File: config.mk
export PLATFORM = sky130hd
export DESIGN_NAME = mbus_multi_domain_sleep_ctrl
export DESIGN_NICKNAME = d
export VERILOG_FILES = /design/src/rtl/mbus_multi_domain_sleep_ctrl_pkg.sv /design/src/rtl/mbus_sleep_domain_slice.sv /design/src/rtl/mbus_multi_domain_sleep_ctrl.sv
export SDC_FILE = /design/constraint.sdc
export NUM_CORES = 1
export LEC_CHECK = 0
export ABC_AREA = 1
export BUFFER_PORTS_ARGS = -buffer_cell sky130_fd_sc_hd__buf_2
export CAP_MARGIN = 25
export CORE_AREA = 2 2 58 60
export DETAILED_ROUTE_END_ITERATION = 6
export DIE_AREA = 0 0 60 62
export GPL_ROUTABILITY_DRIVEN = 1
export PLACE_DENSITY = 0.61
export SYNTH_ARGS = -nofsm -noshare
export SYNTH_HDL_FRONTEND = slang
export SYNTH_SLANG_ARGS = --single-unit
File: constraint.sdc
create_clock -name MBUS_CLKIN -period 3.2 [get_ports MBUS_CLKIN]
set_input_delay 0.16 -clock MBUS_CLKIN [delete_from_list [all_inputs] [get_ports MBUS_CLKIN]]
set_output_delay 0.16 -clock MBUS_CLKIN [all_outputs]
set_load 0.01 [all_outputs]
File: src/rtl/mbus_multi_domain_sleep_ctrl_pkg.sv
// Shared encodings for the multi-domain MBus power-gating sequencer.
package mbus_multi_domain_sleep_ctrl_pkg;

    // Control levels driven onto the power-gating nets
    localparam logic IO_HOLD    = 1'b1;
    localparam logic IO_RELEASE = 1'b0;

    typedef enum logic [1:0] {
        SEQ_IDLE  = 2'd0,
        SEQ_WAKE  = 2'd1,
        SEQ_SLEEP = 2'd2
    } seq_state_e;

    // Action index within a wake or sleep sequence (0..3)
    localparam int unsigned ACT_W = 2;
    typedef logic [ACT_W-1:0] act_idx_t;

    localparam act_idx_t ACT_STEP0 = 2'd0;
    localparam act_idx_t ACT_STEP1 = 2'd1;
    localparam act_idx_t ACT_STEP2 = 2'd2;
    localparam act_idx_t ACT_STEP3 = 2'd3;
    localparam act_idx_t ACT_LAST  = ACT_STEP3;

    // Per-domain control bundle
    typedef struct packed {
        logic isolate;
        logic reset;
        logic clk_en_b;
        logic sleep;
    } dom_ctrl_t;

    localparam dom_ctrl_t DOM_CTRL_HOLD = '{
        isolate:  IO_HOLD,
        reset:    IO_HOLD,
        clk_en_b: IO_HOLD,
        sleep:    IO_HOLD
    };

endpackage

File: src/rtl/mbus_sleep_domain_slice.sv
// One power domain: control registers, awake status and auto-wake arming.
module mbus_sleep_domain_slice
    import mbus_multi_domain_sleep_ctrl_pkg::*;
#(
    parameter logic WAKE_ON_RESET = 1'b1
) (
    input  logic      MBUS_CLKIN,
    input  logic      RESETn,
    input  logic      wake_req_i,
    input  logic      sleep_req_i,
    input  logic      apply_i,
    input  logic      wake_dir_i,
    input  act_idx_t  act_i,
    output dom_ctrl_t ctrl_o,
    output logic      awake_o,
    output logic      pend_wake_c_o,
    output logic      pend_sleep_c_o
);

    dom_ctrl_t ctrl_q;
    logic      awake_q;
    logic      auto_q;

    // Wake releases sleep -> clock -> reset -> isolation; sleep holds in reverse
    always_ff @(posedge MBUS_CLKIN or negedge RESETn) begin
        if (!RESETn) begin
            ctrl_q  <= DOM_CTRL_HOLD;
            awake_q <= 1'b0;
            auto_q  <= WAKE_ON_RESET;
        end else if (apply_i) begin
            if (wake_dir_i) begin
                case (act_i)
                    ACT_STEP0: ctrl_q.sleep    <= IO_RELEASE;
                    ACT_STEP1: ctrl_q.clk_en_b <= IO_RELEASE;
                    ACT_STEP2: ctrl_q.reset    <= IO_RELEASE;
                    ACT_STEP3: begin
                        ctrl_q.isolate <= IO_RELEASE;
                        awake_q        <= 1'b1;
                        auto_q         <= 1'b0;
                    end
                endcase
            end else begin
                case (act_i)
                    ACT_STEP0: begin
                        ctrl_q.isolate <= IO_HOLD;
                        awake_q        <= 1'b0;
                    end
                    ACT_STEP1: ctrl_q.reset    <= IO_HOLD;
                    ACT_STEP2: ctrl_q.clk_en_b <= IO_HOLD;
                    ACT_STEP3: ctrl_q.sleep    <= IO_HOLD;
                endcase
            end
        end
    end

    assign ctrl_o  = ctrl_q;
    assign awake_o = awake_q;

    // Conflicting requests cancel each other; the auto-wake bit acts like a held wake request
    assign pend_wake_c_o  = ~awake_q & (wake_req_i | auto_q) & ~sleep_req_i;
    assign pend_sleep_c_o = awake_q & sleep_req_i & ~wake_req_i;

endmodule

File: src/rtl/mbus_multi_domain_sleep_ctrl.sv
// Round-robin power-gating sequencer shared across NUM_DOMAINS MBus layer domains.
module mbus_multi_domain_sleep_ctrl
    import mbus_multi_domain_sleep_ctrl_pkg::*;
#(
    parameter int unsigned                NUM_DOMAINS   = 2,
    parameter int unsigned                STEP_CYCLES   = 1,
    parameter logic [NUM_DOMAINS-1:0]     WAKE_ON_RESET = {NUM_DOMAINS{1'b1}}
) (
    input  logic                   MBUS_CLKIN,
    input  logic                   RESETn,
    input  logic [NUM_DOMAINS-1:0] WAKE_REQ,
    input  logic [NUM_DOMAINS-1:0] SLEEP_REQ,
    output logic [NUM_DOMAINS-1:0] MBC_SLEEP,
    output logic [NUM_DOMAINS-1:0] MBC_SLEEP_B,
    output logic [NUM_DOMAINS-1:0] MBC_CLK_EN_B,
    output logic [NUM_DOMAINS-1:0] MBC_CLK_EN,
    output logic [NUM_DOMAINS-1:0] MBC_RESET,
    output logic [NUM_DOMAINS-1:0] MBC_RESET_B,
    output logic [NUM_DOMAINS-1:0] MBC_ISOLATE,
    output logic [NUM_DOMAINS-1:0] MBC_ISOLATE_B,
    output logic [NUM_DOMAINS-1:0] DOMAIN_AWAKE,
    output logic                   BUSY
);

    localparam int unsigned CNT_W = $clog2(STEP_CYCLES + 1);
    localparam int unsigned PTR_W = (NUM_DOMAINS > 1) ? $clog2(NUM_DOMAINS) : 1;
    localparam logic [CNT_W-1:0] CNT_RELOAD = CNT_W'(STEP_CYCLES - 1);

    seq_state_e       state_q;
    logic [PTR_W-1:0] ptr_q;
    logic [PTR_W-1:0] gnt_q;
    logic [CNT_W-1:0] cnt_q;
    act_idx_t         act_q;
    logic             busy_q;

    logic [NUM_DOMAINS-1:0] pend_wake_c;
    logic [NUM_DOMAINS-1:0] pend_sleep_c;
    logic [NUM_DOMAINS-1:0] pend_any_c;
    logic [NUM_DOMAINS-1:0] apply_c;
    logic                   found_c;
    logic [PTR_W-1:0]       gnt_idx_c;
    logic [PTR_W-1:0]       ptr_nxt_c;
    logic                   fire_c;
    logic [PTR_W-1:0]       fire_dom_c;
    logic                   fire_wake_c;
    act_idx_t               fire_act_c;

    dom_ctrl_t dom_ctrl [NUM_DOMAINS];

    assign pend_any_c = pend_wake_c | pend_sleep_c;

    // Round-robin search: first pending domain at or after the pointer
    always_comb begin
        found_c   = 1'b0;
        gnt_idx_c = '0;
        for (int unsigned j = 0; j < NUM_DOMAINS; j++) begin
            if (!found_c && pend_any_c[PTR_W'((32'(ptr_q) + j) % NUM_DOMAINS)]) begin
                found_c   = 1'b1;
                gnt_idx_c = PTR_W'((32'(ptr_q) + j) % NUM_DOMAINS);
            end
        end
        ptr_nxt_c = ((32'(gnt_idx_c) + 32'd1) >= NUM_DOMAINS) ? '0
                                                              : PTR_W'(32'(gnt_idx_c) + 32'd1);
    end

    // Which domain takes which action on this edge; action 0 lands on the grant edge itself
    always_comb begin
        fire_c      = 1'b0;
        fire_dom_c  = gnt_q;
        fire_wake_c = (state_q == SEQ_WAKE);
        fire_act_c  = act_q + ACT_W'(1);
        case (state_q)
            SEQ_IDLE: begin
                if (found_c) begin
                    fire_c      = 1'b1;
                    fire_dom_c  = gnt_idx_c;
                    fire_wake_c = pend_wake_c[gnt_idx_c];
                    fire_act_c  = ACT_STEP0;
                end
            end
            SEQ_WAKE, SEQ_SLEEP: fire_c = (cnt_q == '0);
            default: ;
        endcase
        apply_c = '0;
        for (int unsigned i = 0; i < NUM_DOMAINS; i++) begin
            apply_c[i] = fire_c && (fire_dom_c == PTR_W'(i));
        end
    end

    // Sequencer FSM: arbitrate in IDLE, then pace actions 1..3 with the step counter
    always_ff @(posedge MBUS_CLKIN or negedge RESETn) begin
        if (!RESETn) begin
            state_q <= SEQ_IDLE;
            ptr_q   <= '0;
            gnt_q   <= '0;
            cnt_q   <= '0;
            act_q   <= ACT_STEP0;
            busy_q  <= 1'b0;
        end else begin
            case (state_q)
                SEQ_IDLE: begin
                    cnt_q <= '0;
                    if (found_c) begin
                        state_q <= fire_wake_c ? SEQ_WAKE : SEQ_SLEEP;
                        gnt_q   <= gnt_idx_c;
                        ptr_q   <= ptr_nxt_c;
                        act_q   <= ACT_STEP0;
                        cnt_q   <= CNT_RELOAD;
                        busy_q  <= 1'b1;
                    end
                end
                SEQ_WAKE, SEQ_SLEEP: begin
                    if (cnt_q == '0) begin
                        act_q <= fire_act_c;
                        if (fire_act_c == ACT_LAST) begin
                            state_q <= SEQ_IDLE;
                            busy_q  <= 1'b0;
                            cnt_q   <= '0;
                        end else begin
                            cnt_q <= CNT_RELOAD;
                        end
                    end else begin
                        cnt_q <= cnt_q - CNT_W'(1);
                    end
                end
                default: begin
                    state_q <= SEQ_IDLE;
                    busy_q  <= 1'b0;
                end
            endcase
        end
    end

    for (genvar g = 0; g < NUM_DOMAINS; g++) begin : g_dom
        mbus_sleep_domain_slice #(
            .WAKE_ON_RESET (WAKE_ON_RESET[g])
        ) u_slice (
            .MBUS_CLKIN     (MBUS_CLKIN),
            .RESETn         (RESETn),
            .wake_req_i     (WAKE_REQ[g]),
            .sleep_req_i    (SLEEP_REQ[g]),
            .apply_i        (apply_c[g]),
            .wake_dir_i     (fire_wake_c),
            .act_i          (fire_act_c),
            .ctrl_o         (dom_ctrl[g]),
            .awake_o        (DOMAIN_AWAKE[g]),
            .pend_wake_c_o  (pend_wake_c[g]),
            .pend_sleep_c_o (pend_sleep_c[g])
        );

        assign MBC_SLEEP[g]    = dom_ctrl[g].sleep;
        assign MBC_CLK_EN_B[g] = dom_ctrl[g].clk_en_b;
        assign MBC_RESET[g]    = dom_ctrl[g].reset;
        assign MBC_ISOLATE[g]  = dom_ctrl[g].isolate;
    end

    assign MBC_SLEEP_B   = ~MBC_SLEEP;
    assign MBC_CLK_EN    = ~MBC_CLK_EN_B;
    assign MBC_RESET_B   = ~MBC_RESET;
    assign MBC_ISOLATE_B = ~MBC_ISOLATE;
    assign BUSY          = busy_q;

endmodule

* Word-level counts from Yosys, hierarchy flattened
Cells that the tools add are included.
Word-level totals: bits in registers 20, input port bits 6, output and inout bits 19
Cells by class: $add $sub $neg 4, magnitude comparators 4, equal/unequal tests 12, multiplexer cells 42, bitwise operators 23, reduce and logical (&&, ||, !) cells 25
Operators with widths (count):
- $reduce_and 3->1 | 12
- $ge 32x2->1 const B | 1
- $mux 1 | 28
- $mux 2 | 8
- $reduce_bool 2->1 | 5
- $and 1x1->1 | 8
- $ne 2x1->1 const B | 4
- $not 1->1 | 8
- $not 2->2 | 4
- $pmux 2 s2 | 2
- $eq 2x2->1 const B | 3
- $lt 1x2->1 const B | 3
- $ne 2x2->1 const B | 3
- $pmux 1 s2 | 3
- $eq 2x1->1 const B | 2
- $logic_not 2->1 | 2
- $mux 4 | 1
- $logic_and 1x1->1 | 3
- $add 1x1->2 const B | 1
- $add 2x1->2 const B | 1
- $or 1x1->1 | 2
- $or 2x2->2 | 1
- $reduce_and 2->1 | 1
- $reduce_or 2->1 | 1
- other kinds (3) | 3

* Depth between registers and ports, before layout
word-level depth 17, mapped depth 13, depth with buffers taken out 13

* Hierarchy
From an unflattened synthesis, not the netlist that was laid out.
Unflattened totals: cells, all modules 146, area total of the unflattened synthesis 1084.8 um^2
By module, submodules not included:
- mbus_sleep_domain_slice | times used 2, cells each 39, area an instance 297.8 um^2, seq. area each 156.4 um^2
- mbus_multi_domain_sleep_ctrl | times used 1, cells each 68, area an instance 489.2 um^2, seq. area each 175.2 um^2

* Least setup slack after synthesis
No wires, ideal clock.
path type register to register, start reg state_q[0], end reg g_dom[0].u_slice.awake_q, data arrival time 1.531 ns, data required time 3.083 ns, path slack 1.552 ns, stages on the path, launching flop included 12, buffers on the path 0, period minus slack after synthesis 1.648 ns, cells stage by stage dfrtp_1 > inv_1 > ha_1 > inv_2 > nor2_8 > nand2_4 > nand2_4 > inv_4 > nor2_8 > nand3_2 > nand2_1 > nand2_1
Between the ends: cells in the longest elaborated chain, start to end 5
Ends and longest elaborated chain:
- start, declared | RTL line mbus_multi_domain_sleep_ctrl.sv:29 | seq_state_e state_q;
- start signal, assigned | RTL line mbus_multi_domain_sleep_ctrl.sv:104 | state_q <= fire_wake_c ? SEQ_WAKE : SEQ_SLEEP;
- $logic_not 2->1 | RTL line mbus_multi_domain_sleep_ctrl.sv:72 | case (state_q)
- $mux 1
- named net fire_dom_c | RTL line mbus_multi_domain_sleep_ctrl.sv:44 | logic [PTR_W-1:0] fire_dom_c;
- $not 1->1 | RTL line mbus_multi_domain_sleep_ctrl.sv:86 | apply_c[i] = fire_c && (fire_dom_c == PTR_W'(i));
- $logic_and 1x1->1 | RTL line mbus_multi_domain_sleep_ctrl.sv:86
- $reduce_and 3->1 (no source line)
- end signal, assigned | RTL line mbus_sleep_domain_slice.sv:28 | awake_q <= 1'b0;
- end signal, assigned | RTL line mbus_sleep_domain_slice.sv:38 | awake_q <= 1'b1;
- end signal, assigned | RTL line mbus_sleep_domain_slice.sv:46 | awake_q <= 1'b0;
- end, declared | RTL line mbus_sleep_domain_slice.sv:21 | logic awake_q;
The timed path passes the listed nets, and every way through them passes these cells. A chain may end at the register's enable or synchronous reset.

* Final worst setup path
start reg state_q[1], end reg g_dom[0].u_slice.awake_q
Same word-level chain as after synthesis.

==> out/results.ini <==
[status]
status=finished, final reports clean

[power]
p_leak_nw=0.769
p_clk_frac=0.071
ir_worst_vdd_mv=0.591
p_per_area_nw_per_um2=1180
pwr-share-comb=0.667
power.switching_uw=910
intPower_uw=825
power.share.sequential=0.263
power_switching_share=0.524

[clocking]
cts_tree=done
h-tree-depth=1
cts-root-buf=clkbuf_4
clk_latency_ns=0.30
cts_sinks=19
cts_buffer_depth=2
ctsResizeCount=0
cts_buffers=3
clk_pin_slew_ns=0.11

[critical_path]
worstPathCellList=inv_1 > ha_1 > inv_2 > nor2_8 > nand2_4 > nand2_4 > inv_4 > nor2_8 > nand3_2 > nand2_1 > nand2_1
cp_top_family=simple AND/OR/NAND/NOR gates
cp.depth=11
startpoint_type=register
crit_slowest_cell=dfrtp_1
r2r_cells=11
crit_path_end_kind=register
critPathBufInv=3
worstSetupPathType=register to register
worstReg2RegStart=state_q[1]
r2r_end=g_dom[0].u_slice.awake_o
setup.worst_path.end=g_dom[0].u_slice.awake_o
reg2reg_slack_ns=1.37
worstPathMaxFanout=10
cpPeakStageDelay_ns=0.41
crit_start=state_q[1]
arrival_ns=2.03
crit_required_ns=3.40

[synthesis]
synth_seq_cells=19
async_flop_share=1.00
synth-xor-area-share=0
synth_flop_cell=dfstp_2
synth.most_common_cell=nand2_1
synth_mux_area_frac=0
ys_warn_count=0
synth_largest_area_cell=dfstp_2
synth-seq-area-share=0.383
synth_top_family_by_area=simple AND/OR/NAND/NOR gates
syn-cell-area_um2=1270
netlist_top_cells_count=nand2_1, inv_1, nand3_1, dfstp_2, dfrtp_1
yosys.area_share.simple=0.414
synth_area_per_cell_um2=7.95
synth_nets=169
synth-compound-area-share=0.0767
synth_enable_flop_cells=0
synth_fa_ha_area_frac=0.0295
synth_cell_type_count=26
synth_top_area_share=0.206
synthesis.instances=160
synth_area_leaders=dfstp_2, dfrtp_1, nand2_1, inv_1, nor2_8

[sta]
postLayoutSetupSlackWorst_ns=1.37
worstMarginPinSlew_ns=0.559
finalSetupViolations=0
clock_skew_ns=0.00847
fin_crit_sh=0.570
rsz0062_at_grt=no
maxSlewHeadroom=0.623
layout_min_cycle_time_ns=1.83
fin_setup_tns_ns=0
hold_viol_final=0
max_freq_mhz=548
slew_viol_final=0

[floorplan]
fp.dieW_um=60
die_h_um=62
die_area_um2=3720
ios=25
initial_core_util=0.400
core_area_um2=3180
rows=21

[grt]
grt_use_total=0.164
grt_pass1_wl_um=4600
grt_max_degree=20
overflow=0
grt_pass1_vias=1031
antenna_found_initial=0

[placement]
place_ws_ns=1.39
io_buffers=24
dp_hpwl_um=2060
gp_congestion=0.839

[finish]
diodes=0
area_growth_pct=15.6
fillers=326
fin_nets=197
drive_above_1_share=0.316

[run]
cap_violations=0

[route]
wl_um=2610
vias=1084
drtAntennaViolNets=0
drc=0
via_per_inst=4.65
wl_per_cell_um=11.2
drt_iter0_drc=49
firstDrtPassIters=4

[min_path]
hp-class=input port to async pin

==> state kept, by name (all words and copies together), names as in the netlist <==
| register | count |
|---|---|
| g_dom.u_slice.ctrl_o | 8 |
| act_q | 2 |
| gnt_q | 1 |
| state_q | 2 |
| ptr_q | 1 |
| g_dom.u_slice.awake_o | 2 |
| BUSY | 1 |
| g_dom.u_slice.auto_q | 2 |
==> worst min path at each step <==
| stage | start | end | slack [ns] | depth (start not counted) |
|---|---|---|---|---|
| global route | RESETn | g_dom[1].u_slice.awake_o | 0.36 | 2 |
| finish | RESETn | g_dom[0].u_slice.awake_o | 0.34 | 2 |
| detailed placement | RESETn | g_dom[1].u_slice.awake_o | 0.12 | 1 |
| CTS | RESETn | g_dom[1].u_slice.awake_o | 0.33 | 2 |
| floorplan | RESETn | BUSY | -0.14 | 0 |
| global placement | RESETn | g_dom[1].u_slice.awake_o | 0.12 | 1 |
==> power by group through the flow <==
stage                     clock network [mW]  logic [mW]  registers [mW]
after floorplan                            0       0.883           0.478
after global placement                     0        1.14           0.457
after detailed placement                   0        1.16           0.462
after CTS                              0.127        1.16           0.458
after global routing                   0.139        1.31           0.473
final                                  0.123        1.16           0.456
==> per-stage QoR <==
stage                     total power, mW  utilization  instances  hold WS [ns]  area, µm²
after detailed placement             1.62        0.451        228         0.125       1440
after floorplan                      1.36            -        160        -0.136       1270
final                                1.74        0.463        233         0.337       1470
after CTS                            1.75        0.463        233         0.333       1470
after global placement               1.60        0.451        228         0.117       1440
after global routing                 1.93        0.463        233         0.356       1470
==> cell type report <==
cell class | count | area, µm² | share of cell area
Timing Repair Buffer | 25 | 130 | 0.0884
Tap cell | 46 | 57.6 | 0.0391
Inverter | 28 | 108 | 0.0731
Sequential cell | 19 | 488 | 0.332
Clock buffer | 4 | 26.3 | 0.0179
Multi-Input combinational cell | 111 | 662 | 0.450
==> kinds of logic after synthesis <==
logic type      count (synthesis)
compound gates                 15
simple gates                   93
buf+inv                        30
flops                          19
fa+ha+maj                       3
==> metal layers <==
metal	GRT usage	vias up	wire length [µm]
met5	0	-	0
met4	0.0540	0	29
met3	0.0248	4	108
met2	0.258	27	1240
met1	0.231	497	1230
li1	-	556	-
==> what timing repair did <==
| action | 4_1_cts | 5_1_grt |
|---|---|---|
| setup buffers | 0 | 0 |
| endpoints found under the hold margin | 9 | 0 |
| hold buffers | 1 | 0 |
==> layout by cell type, fill, tap and decap left out, types with 2 or more instances in the layout <==
master	count
nand2_1	49
dfrtp_1	9
a21oi_1	4
nand2_4	4
dfstp_2	10
inv_1	26
buf_2	24
o21ai_1	3
nand2_2	4
nand3_1	11
clkbuf_4	3
nand4_1	7
nor2_1	7
nand3_2	2
ha_1	3
nor2_4	3
nor2_8	3
o21ai_0	4
No activity file was read; power rests on OpenSTA's default activity.
